--- src/rtl/rst_seq_wdog.sv ---
// rst_seq_wdog: power-on reset sequencer with run watchdog.
// Holds every reset domain for HOLD_CYCLES after rst_n/btn release. It then
// releases the domains one at a time, STAGGER cycles apart. After the last
// release it enters RUN and counts cycles until the core halts or the
// watchdog expires.
// Ports:
//   clk        in   clock, all state on rising edge
//   rst_n      in   asynchronous active-low reset
//   btn        in   asynchronous active-high reset request, synchronised here
//   halt       in   core finished (synchronous)
//   rst_out    out  [N_DOM] active-high domain resets, rst_out[0] released first
//   running    out  high while in RUN
//   done       out  sticky, halt seen in RUN
//   timeout    out  sticky, watchdog expired
//   cycle_cnt  out  [CNT_W] RUN cycle count, frozen once finished
module rst_seq_wdog #(
    parameter int unsigned N_DOM          = 2,
    parameter int unsigned HOLD_CYCLES    = 25,
    parameter int unsigned STAGGER        = 4,
    parameter int unsigned TIMEOUT_CYCLES = 2500,
    parameter int unsigned CNT_W          = 32,
    parameter int unsigned BTN_SYNC       = 2
) (
    input  logic             clk,
    input  logic             rst_n,
    input  logic             btn,
    input  logic             halt,
    output logic [N_DOM-1:0] rst_out,
    output logic             running,
    output logic             done,
    output logic             timeout,
    output logic [CNT_W-1:0] cycle_cnt
);

    localparam int unsigned IDX_W = (N_DOM > 1) ? $clog2(N_DOM) : 1;
    localparam logic [CNT_W-1:0] HOLD_LAST = CNT_W'(HOLD_CYCLES - 1);
    localparam logic [CNT_W-1:0] STG_LAST  = CNT_W'(STAGGER - 1);
    localparam logic [CNT_W-1:0] TO_LAST   = CNT_W'(TIMEOUT_CYCLES - 1);
    localparam logic [IDX_W-1:0] IDX_LAST  = IDX_W'(N_DOM - 1);

    typedef enum logic [2:0] {
        S_HOLD,
        S_STAGGER,
        S_RUN,
        S_DONE,
        S_TIMEOUT
    } state_t;

    state_t              state_q, state_d;
    logic [CNT_W-1:0]    hold_q, hold_d;
    logic [CNT_W-1:0]    stg_q, stg_d;
    logic [IDX_W-1:0]    idx_q, idx_d;
    logic [N_DOM-1:0]    rst_out_d;
    logic                running_d, done_d, timeout_d;
    logic [CNT_W-1:0]    cnt_d;
    logic [BTN_SYNC-1:0] sync_q;
    logic                btn_s;

    // Button synchroniser; the last stage is the only one used by the logic.
    always_ff @(posedge clk or negedge rst_n) begin
        if (!rst_n) begin
            sync_q <= '0;
        end else begin
            sync_q <= {sync_q[BTN_SYNC-2:0], btn};
        end
    end

    assign btn_s = sync_q[BTN_SYNC-1];

    // State and registered outputs.
    always_ff @(posedge clk or negedge rst_n) begin
        if (!rst_n) begin
            state_q   <= S_HOLD;
            hold_q    <= '0;
            stg_q     <= '0;
            idx_q     <= '0;
            rst_out   <= '1;
            running   <= 1'b0;
            done      <= 1'b0;
            timeout   <= 1'b0;
            cycle_cnt <= '0;
        end else begin
            state_q   <= state_d;
            hold_q    <= hold_d;
            stg_q     <= stg_d;
            idx_q     <= idx_d;
            rst_out   <= rst_out_d;
            running   <= running_d;
            done      <= done_d;
            timeout   <= timeout_d;
            cycle_cnt <= cnt_d;
        end
    end

    // Next-state and next-output logic; btn_s overrides everything.
    always_comb begin
        state_d   = state_q;
        hold_d    = hold_q;
        stg_d     = stg_q;
        idx_d     = idx_q;
        rst_out_d = rst_out;
        running_d = running;
        done_d    = done;
        timeout_d = timeout;
        cnt_d     = cycle_cnt;

        if (btn_s) begin
            state_d   = S_HOLD;
            hold_d    = '0;
            stg_d     = '0;
            idx_d     = '0;
            rst_out_d = '1;
            running_d = 1'b0;
            done_d    = 1'b0;
            timeout_d = 1'b0;
            cnt_d     = '0;
        end else begin
            case (state_q)
                S_HOLD: begin
                    if (hold_q == HOLD_LAST) begin
                        state_d      = S_STAGGER;
                        hold_d       = '0;
                        stg_d        = '0;
                        idx_d        = '0;
                        rst_out_d[0] = 1'b0;
                    end else begin
                        hold_d = hold_q + CNT_W'(1);
                    end
                end
                S_STAGGER: begin
                    if (stg_q == STG_LAST) begin
                        stg_d = '0;
                        if (idx_q == IDX_LAST) begin
                            state_d   = S_RUN;
                            running_d = 1'b1;
                        end else begin
                            idx_d            = idx_q + IDX_W'(1);
                            rst_out_d[idx_d] = 1'b0;
                        end
                    end else begin
                        stg_d = stg_q + CNT_W'(1);
                    end
                end
                S_RUN: begin
                    // The count advances on the exit edge too; it saturates at all-ones.
                    cnt_d = (cycle_cnt == '1) ? cycle_cnt : cycle_cnt + CNT_W'(1);
                    if (halt) begin
                        state_d   = S_DONE;
                        done_d    = 1'b1;
                        running_d = 1'b0;
                    end else if ((TIMEOUT_CYCLES != 0) && (cycle_cnt == TO_LAST)) begin
                        state_d   = S_TIMEOUT;
                        timeout_d = 1'b1;
                        running_d = 1'b0;
                    end
                end
                S_DONE, S_TIMEOUT: begin
                    state_d = state_q;
                end
                default: begin
                    state_d = S_HOLD;
                end
            endcase
        end
    end

endmodule

--- config.mk ---
export PLATFORM = sky130hd
export DESIGN_NAME = rst_seq_wdog
export DESIGN_NICKNAME = d
export VERILOG_FILES = /design/src/rtl/rst_seq_wdog.sv
export SDC_FILE = /design/constraint.sdc
export NUM_CORES = 1
export LEC_CHECK = 0
export ABC_AREA = 1
export CAP_MARGIN = 20
export CORE_MARGIN = 3
export CORE_UTILIZATION = 61
export DETAILED_ROUTE_END_ITERATION = 8
export PLACE_DENSITY = 0.91
export SETUP_SLACK_MARGIN = 0.15
export SYNTH_ARGS = -nofsm -noshare
export SYNTH_HDL_FRONTEND = slang
export SYNTH_SLANG_ARGS = --single-unit
--- constraint.sdc ---
create_clock -name clk -period 2 [get_ports clk]
set_input_delay 0.4 -clock clk [delete_from_list [all_inputs] [get_ports clk]]
set_output_delay 0.4 -clock clk [all_outputs]
set_load 0.02 [all_outputs]
==> results of run 1 <==
==> report_power, final <==
part           internal (mW)  switching [mW]
registers               2.27           0.121
logic                  0.551            1.01
clock network           1.01           0.933
==> cell families after synthesis <==
| kind of cell | count (synthesis) |
|---|---|
| and+or+nand+nor | 734 |
| buffers and inverters | 133 |
| AOI/OAI and AO/OA | 107 |
| DFF | 107 |
| xor gates and xnor gates | 23 |
| adders and majority gates | 4 |
==> final timing paths <==
check                                   start            end  slack, ns
worst min-delay path                sync_q[0]      sync_q[1]       0.35
worst min register to register      sync_q[0]      sync_q[1]       0.35
worst max register to register  cycle_cnt[13]  cycle_cnt[25]       0.16
worst max-delay path            cycle_cnt[13]  cycle_cnt[25]       0.16
max in group asynchronous               rst_n     rst_out[0]       0.85
min in group asynchronous               rst_n     hold_q[29]       0.51
==> metrics by stage <==
stage	power [mW]	cells
floorplan	3.234	1108
global placement	3.643	1287
detailed placement	3.673	1287
CTS	5.583	1304
global route	6.111	1318
finish	5.894	1318
==> registers in the layout, indices dropped and copies added (netlist names) <==
| register | count |
|---|---|
| stg_q | 32 |
| hold_q | 32 |
| idx_q | 1 |
| running | 1 |
| state_q | 3 |
| timeout | 1 |
| cycle_cnt | 32 |
| done | 1 |
| sync_q | 2 |
| rst_out | 2 |
==> layout make-up <==
class | count | share of cell area, %
clock inverters | 7 | 1.081
clock buffers | 9 | 2.629
multi-input cells | 869 | 48.38
inverters | 106 | 4.702
repair buffers | 80 | 9.652
flip-flops and latches | 107 | 31.51
well taps | 140 | 2.044
==> cells in the mapped netlist <==
| master | count |
|---|---|
| a21boi_0 | 1 |
| a21o_1 | 3 |
| a21oi_1 | 7 |
| a31oi_1 | 1 |
| and2_1 | 1 |
| buf_1 | 2 |
| buf_2 | 9 |
| buf_4 | 2 |
| buf_8 | 2 |
| clkbuf_1 | 12 |
| dfrtp_1 | 105 |
| dfstp_2 | 2 |
| ha_1 | 4 |
| inv_1 | 103 |
| inv_2 | 3 |
| nand2_1 | 362 |
| nand2_2 | 3 |
| nand2_4 | 1 |
| nand3_1 | 103 |
| nand3b_1 | 3 |
| nand4_1 | 32 |
| nor2_1 | 173 |
| nor2_2 | 2 |
| nor2_4 | 2 |
| nor3_1 | 37 |
| nor4_1 | 2 |
| o211ai_1 | 1 |
| o21ai_0 | 63 |
| o21ai_1 | 10 |
| o21ai_2 | 2 |
| o21bai_1 | 1 |
| o22ai_1 | 14 |
| o31ai_1 | 3 |
| o41ai_1 | 1 |
| or2_2 | 13 |
| xnor2_1 | 5 |
| xor2_1 | 18 |
==> what timing repair did <==
item / in CTS / in global routing
cloned: 0 / 6
hold buffers: 1 / 0
hold endpoints to repair: 29 / 0
resized for setup: 31 / 95
setup buffers: 0 / 8
setup endpoints to repair: 39 / 79
pin swaps: 0 / 5
==> metal layers <==
metal / vias to the layer above / GRT usage (%) / part of all wire, %
li1: 3712 / - / -
met3: 83 / 8.668 / 11
met4: 0 / 9.818 / 3.1
met2: 451 / 49.30 / 44
met1: 3560 / 45.89 / 42
met5: - / 0 / 0
==> critical path: stages, from the launching register on <==
cell	delay (ns)
dfrtp_1	0.50
nand4_1	0.25
nor2_2	0.20
nand2_2	0.09
nor2_4	0.14
nand2_4	0.10
nand2_8	0.16
clkbuf_16	0.19
nand2_1	0.06
o21ai_1	0.08
==> impl_metrics.ini, run 1 <==
[floorplanning]
start_util_pct = 64.33
die_w_um = 114.3
dieArea_mm2 = 0.01307
die_h_um = 114.3
rows = 38
core_mm2 = 0.01113
ios = 41

[final_layout]
final_common_cell = nand2_1
n_antenna_cell = 0
area_growth_pct = 19.72
layout-drive-gt1-share_pct = 12.56
layout_common_cells = nand2_1, nor2_1, inv_1
multiInputGateArea_mm2 = 0.004145
n_fill_cell = 892
fin_util_pct = 77.01
final_nets = 1181
finish.instance_area_mm2 = 0.008568
seqCellArea_mm2 = 0.002700

[drt]
ant_nets = 0
post_drt_via_cell_ratio = 5.923
drc = 0
drt-wirelength-per-cell_um = 16.68
firstDrtPassIters = 5
vias = 7806
routed_wl_mm = 21.99
drt-initial-drc-count = 1074

[synthesis]
synth_top_family_by_area = simple AND/OR/NAND/NOR gates
yosysTopAreaCell = dfrtp_1
synthXorXnorAreaFrac_pct = 2.815
ys_seq_elements = 107
synthSimpleGateAreaFrac_pct = 43.27
netlist_area_mm2 = 0.007157
syn_inst = 1108
yosysTopAreaCellShare_pct = 36.71
yosysUniqueCellTypes = 37
avgSynthCellArea_um2 = 6.459
synth-adder-area-share_pct = 0.6993
synth.net_count = 1116
yosys_warnings = 0
ys_top_cells_by_area = dfrtp_1, nand2_1, nor2_1
synth_compound_area_share_pct = 8.217
ys_seq_area_share_pct = 37.45
synthMuxAreaShare_pct = 0

[pwr]
power_density_mw_per_mm2 = 687.9
vdd_drop_max_uv = 846.4
p_leak_nw = 3.847

[timing]
slew_violations = 0
tightest_slew_ns = 0.4336
finClkSkew_ns = 0.009214
fmax_mhz = 542.6
whs_ns = 0.3510
relSlewSlack_pct = 71.09
rsz0062_at_grt = yes
period_needed_ns = 1.843
finalCritPeriodShare_pct = 92.15
hold_viol_final = 0
setup_slack_ns = 0.1570
tns_ns = 0
final-setup-viol-count = 0

[global_routing]
grt_pass1_vias = 7066
grt_first_pass_wirelength_mm = 33.95
grt_max_degree = 44
grt_usage_pct = 32.51
overflow = 0
antenna_found_initial = 0

[place]
dp_slack_ns = 0.08453
dp_hpwl_mm = 15.09
postPlaceCellArea_mm2 = 0.007823
gp_congestion = 1.035
portBuffers = 40

[critical_path]
cp.required_ns = 2.29
arrival_ns = 2.14
r2r_cells = 9
criticalPathCategory = flop to flop
end_kind = flop
worstPathMaxFanout = 8
start_kind = flop

[cts]
cts_buffers = 9
clk_pin_slew_worst_paths_ns = 0.08
cts_tree = yes
cts_root_buffer = clkbuf_16
clock_sinks = 107
clk_path_buf_depth = 2
htreeDepth = 3
insertion_delay_ns = 0.37

[run]
drv_cap = 0

[worst_hold_path]
min_path_cells = 0
min_path_type = flop to flop

[outcome]
status = completed
No activity file was read; power rests on OpenSTA's default activity.
==> run 2: changes to the inputs <==
--- a/config.mk
+++ b/config.mk
@@ -5,11 +5,12 @@
 export SDC_FILE = /design/constraint.sdc
 export NUM_CORES = 1
 export LEC_CHECK = 0
-export ABC_AREA = 1
 export CAP_MARGIN = 20
 export CORE_MARGIN = 3
-export CORE_UTILIZATION = 61
+export CORE_UTILIZATION = 60
+export CTS_CLUSTER_SIZE = 30
 export DETAILED_ROUTE_END_ITERATION = 8
+export HOLD_SLACK_MARGIN = 0.05
 export PLACE_DENSITY = 0.91
 export SETUP_SLACK_MARGIN = 0.15
 export SYNTH_ARGS = -nofsm -noshare
==> run 2 against run 1 <==
  * Area after synthesis decreased by 11%
  * The flow now stops in 5_1_grt
  * Synthesized cell count decreased by 35%
==> impl_metrics.ini, run 2 <==
[synthesis]
yosysMostFrequentCell = dfrtp_1
yosysUniqueCellTypes = 59
yosysTopAreaCell = dfrtp_1
netlist_area_mm2 = 0.006364
synth_common_cells = dfrtp_1, nand3_1, nand2_1
ys_seq_area_share_pct = 42.12
async_reset_ff_share_pct = 100.0
yosysTopAreaCellShare_pct = 41.29
syn_inst = 718
synth_edf_count = 0
avgSynthCellArea_um2 = 8.863
yosys_warnings = 0
ys.flop_type = dfrtp_1
ys_seq_elements = 107
synth.net_count = 726
ys_top_cells_by_area = dfrtp_1, nand3_1, nand2_1

[place]
dp_hpwl_mm = 13.42
postPlaceCellArea_mm2 = 0.007855
portBuffers = 40
gp_congestion = 0.9207
place_inst = 978

[cts]
cts_buffers = 9
clock_sinks = 107
cts_root_buffer = clkbuf_8
htreeDepth = 3
clk_path_buf_depth = 2

[floorplanning]
rows = 36
die_w_um = 109.0
die_h_um = 109.0
start_util_pct = 63.35
ios = 41

[outcome]
status = aborted with a tool error
haltStage = 5_1_grt
toolErrorMsg = [ERROR DPL-0038] Utilization greater than 100%, impossible to legalize

[timing]
worstEpCategory = register data pin
crit_endpoint = hold_q[16]$_DFFE_PN0P_/D

[global_routing]
grt_max_degree = 44
==> run 2: cell types whose count changed after synthesis, moves of 17 or more <==
cell,before,now
nand2_1,362,60
nor2_1,173,31
inv_1,103,24
nand3_1,103,61
o21ai_0,63,25
a21oi_1,7,42
a31oi_1,1,26
a211oi_1,0,22
nor4_1,2,24
or4_1,0,21
nor3_1,37,17
xor2_1,18,1
==> run 2: logic make-up after synthesis <==
group | Yosys count | share of synthesized area [%]
adders and majority gates | 4 | 0.7865
muxes | 20 | 3.264
DFF | 107 | 42.12
xor gates and xnor gates | 1 | 0.1377
buffers and inverters | 77 | 5.564
and+or+nand+nor | 318 | 28.47
AOI/OAI and AO/OA | 191 | 19.66
==> run 2: through the flow <==
stage / setup WS (ns) / setup TNS [ns] / hold WS, ns / util [%]
after floorplan: -0.1270 / -0.9035 / 0.1044 / -
after global placement: -0.2122 / -4.825 / 0.3369 / 78.13
after detailed placement: -0.2864 / -8.975 / 0.3395 / 78.20
after CTS: -0.1279 / -0.8508 / 0.3597 / 94.32
==> run 2: what timing repair did <==
| action | 4_1_cts |
|---|---|
| resized for setup | 211 |
| hold buffers | 1 |
| hold endpoints to repair | 37 |
| setup buffers | 62 |
| pin swaps | 93 |
| setup endpoints to repair | 133 |
| gates cloned | 10 |
==> run 3: changes to the inputs <==
==> config.mk (replaced) <==
export PLATFORM = sky130hd
export DESIGN_NAME = rst_seq_wdog
export DESIGN_NICKNAME = d
export VERILOG_FILES = /design/src/rtl/rst_seq_wdog.sv
export SDC_FILE = /design/constraint.sdc
export NUM_CORES = 1
export LEC_CHECK = 0
export CAP_MARGIN = 20
export CORE_MARGIN = 3
export CORE_UTILIZATION = 40
export DETAILED_ROUTE_END_ITERATION = 8
export PLACE_DENSITY_LB_ADDON = 0.15
export SYNTH_ARGS = -nofsm -noshare
export SYNTH_HDL_FRONTEND = slang
export SYNTH_SLANG_ARGS = --single-unit
==> run 3 against run 2 <==
  * The flow now finishes, with violations (negative setup slack)
  * Area after synthesis unchanged
  * Synthesized cell count stayed put
==> impl_metrics.ini, run 3 <==
[floorplanning]
rows = 45
die_w_um = 132.1
start_util_pct = 41.40
die_h_um = 132.1
ios = 41
dieArea_mm2 = 0.01746
core_mm2 = 0.01537

[synthesis]
yosysTopAreaCell = dfrtp_1
synth_edf_count = 0
avgSynthCellArea_um2 = 8.863
synth.net_count = 726
ys_top_cells_by_area = dfrtp_1, nand3_1, nand2_1
ys_seq_area_share_pct = 42.12
synth_common_cells = dfrtp_1, nand3_1, nand2_1
async_reset_ff_share_pct = 100.0
ys_seq_elements = 107
syn_inst = 718
netlist_area_mm2 = 0.006364
yosys_warnings = 0
ys.flop_type = dfrtp_1
yosysMostFrequentCell = dfrtp_1
yosysTopAreaCellShare_pct = 41.29
yosysUniqueCellTypes = 59

[drt]
post_drt_via_cell_ratio = 5.957
vias = 6553
firstDrtPassIters = 7
top_layer = met4
m1WireLength_mm = 8.425
drt-wirelength-per-cell_um = 17.52
routed_wl_mm = 19.27
ant_nets = 0
drt-initial-drc-count = 571
drc = 0
wl_met3_um = 880
routed-wl-met2_mm = 9.654

[place]
dp_slack_ns = -0.1450
dp_hpwl_mm = 12.90
gp_congestion = 0.8655
portBuffers = 40

[pwr]
finalPower_mw = 6.205
power_density_mw_per_mm2 = 702.5
vdd_drop_max_uv = 519.7
p_leak_nw = 3.683

[timing]
period_needed_ns = 2.005
hold_viol_final = 0
final-setup-viol-count = 2
tns_ns = -0.007276
setup_slack_ns = -0.004610
finClkSkew_ns = 0.008902
fmax_mhz = 498.9
slew_violations = 0
rsz0062_at_grt = yes
tightest_slew_ns = 0.6680
relSlewSlack_pct = 55.42
finalCritPeriodShare_pct = 100.2

[global_routing]
grt_usage_pct = 21.18
antenna_found_initial = 0
overflow = 0
grt_pass1_vias = 6239
grt_first_pass_wirelength_mm = 30.76
grt_max_degree = 36

[final_layout]
n_fill_cell = 1366
final_nets = 892
layout_common_cells = buf_4, dfrtp_1, nand2_1
area_growth_pct = 38.79
layout-drive-gt1-share_pct = 29.81
n_antenna_cell = 0
final_common_cell = buf_4
reg_top3 = cycle_cnt x32, hold_q x32, stg_q x32

[critical_path]
worstPathMaxFanout = 11
criticalPathCategory = flop to flop
cp_num_buf_inv = 2
path_cells = nor4_2, and4_4, a21o_4, buf_12, clkbuf_16, o21ai_0, a22o_1
max_stage_delay_ns = 0.40
end_kind = flop
start_kind = flop
crit_slowest_cell = dfrtp_1
cp.required_ns = 2.24
arrival_ns = 2.25
crit_family = simple AND/OR/NAND/NOR gates

[outcome]
status = complete, but fails checks
violations = negative setup slack

[cts]
cts_buffers = 9
cts_tree = yes
clk_path_buf_depth = 2
clock_sinks = 107
clk_pin_slew_worst_paths_ns = 0.07
cts_root_buffer = clkbuf_16
htreeDepth = 3
insertion_delay_ns = 0.36

[run]
drv_cap = 0

[worst_hold_path]
min_path_type = flop to flop
-- run 3: cell counts after synthesis --
No cell type changed its count.
-- run 3: stage by stage --
stage                     hold WS (ns)  instances  area (um^2)  util (%)
after global placement          0.3422       1062         7981     51.93
final                           0.3565       1100         8832     57.46
after detailed placement        0.3410       1062         7981     51.93
after floorplan                 0.1044        718         6425         -
after CTS                       0.3560       1081         8373     54.47
after global routing            0.3710       1100         8832     57.46
-- run 3: layout make-up --
class	instances	area (um^2)	area share, %
multi-input cells	537	3722	42.14
well taps	211	264.0	2.989
clock buffers	15	297.8	3.372
repair buffers	204	1760	19.93
inverters	25	93.84	1.062
flip-flops and latches	107	2689	30.44
clock inverters	1	5.005	0.05667
-- run 3: metal layers --
metal  global-route usage (%)  vias up
met3                    3.626       30
li1                         -     3090
met4                    7.176        0
met2                    35.55      186
met1                    27.78     3247
met5                        0        -
-- run 3: timing repair --
action / in CTS / in global routing
hold buffers: 1 / 0
gates cloned: 1 / 7
endpoints found under the setup margin: 40 / 69
pin swaps: 2 / 24
endpoints found under the hold margin: 23 / 0
buffers inserted: 1 / 12
gates resized for setup: 14 / 58
-- run 3: worst paths after layout --
path                           start           end  slack (ns)  depth (start not counted)
setup / recovery           hold_q[9]     hold_q[2]      -0.005                          7
hold / removal             sync_q[0]     sync_q[1]        0.36                          0
max in group asynchronous      rst_n    rst_out[1]        0.83                          3
hold reg to reg            sync_q[0]     sync_q[1]        0.36                          0
min in group asynchronous      rst_n  cycle_cnt[8]        0.53                          2
setup reg to reg           hold_q[9]     hold_q[2]      -0.005                          7
-- run 3: power breakdown --
group	internal (mW)	switching [mW]
logic	0.965	1.12
clock network	1.02	0.805
registers	2.23	0.0706
total	4.21	2.00
-- run 3: cells by family after synthesis --
family,count (synthesis),synth area share (%)
and+or+nand+nor,318,28.47
buffers and inverters,77,5.564
DFF,107,42.12
adders and majority gates,4,0.7865
AOI/OAI and AO/OA,191,19.66
muxes,20,3.264
xor gates and xnor gates,1,0.1377
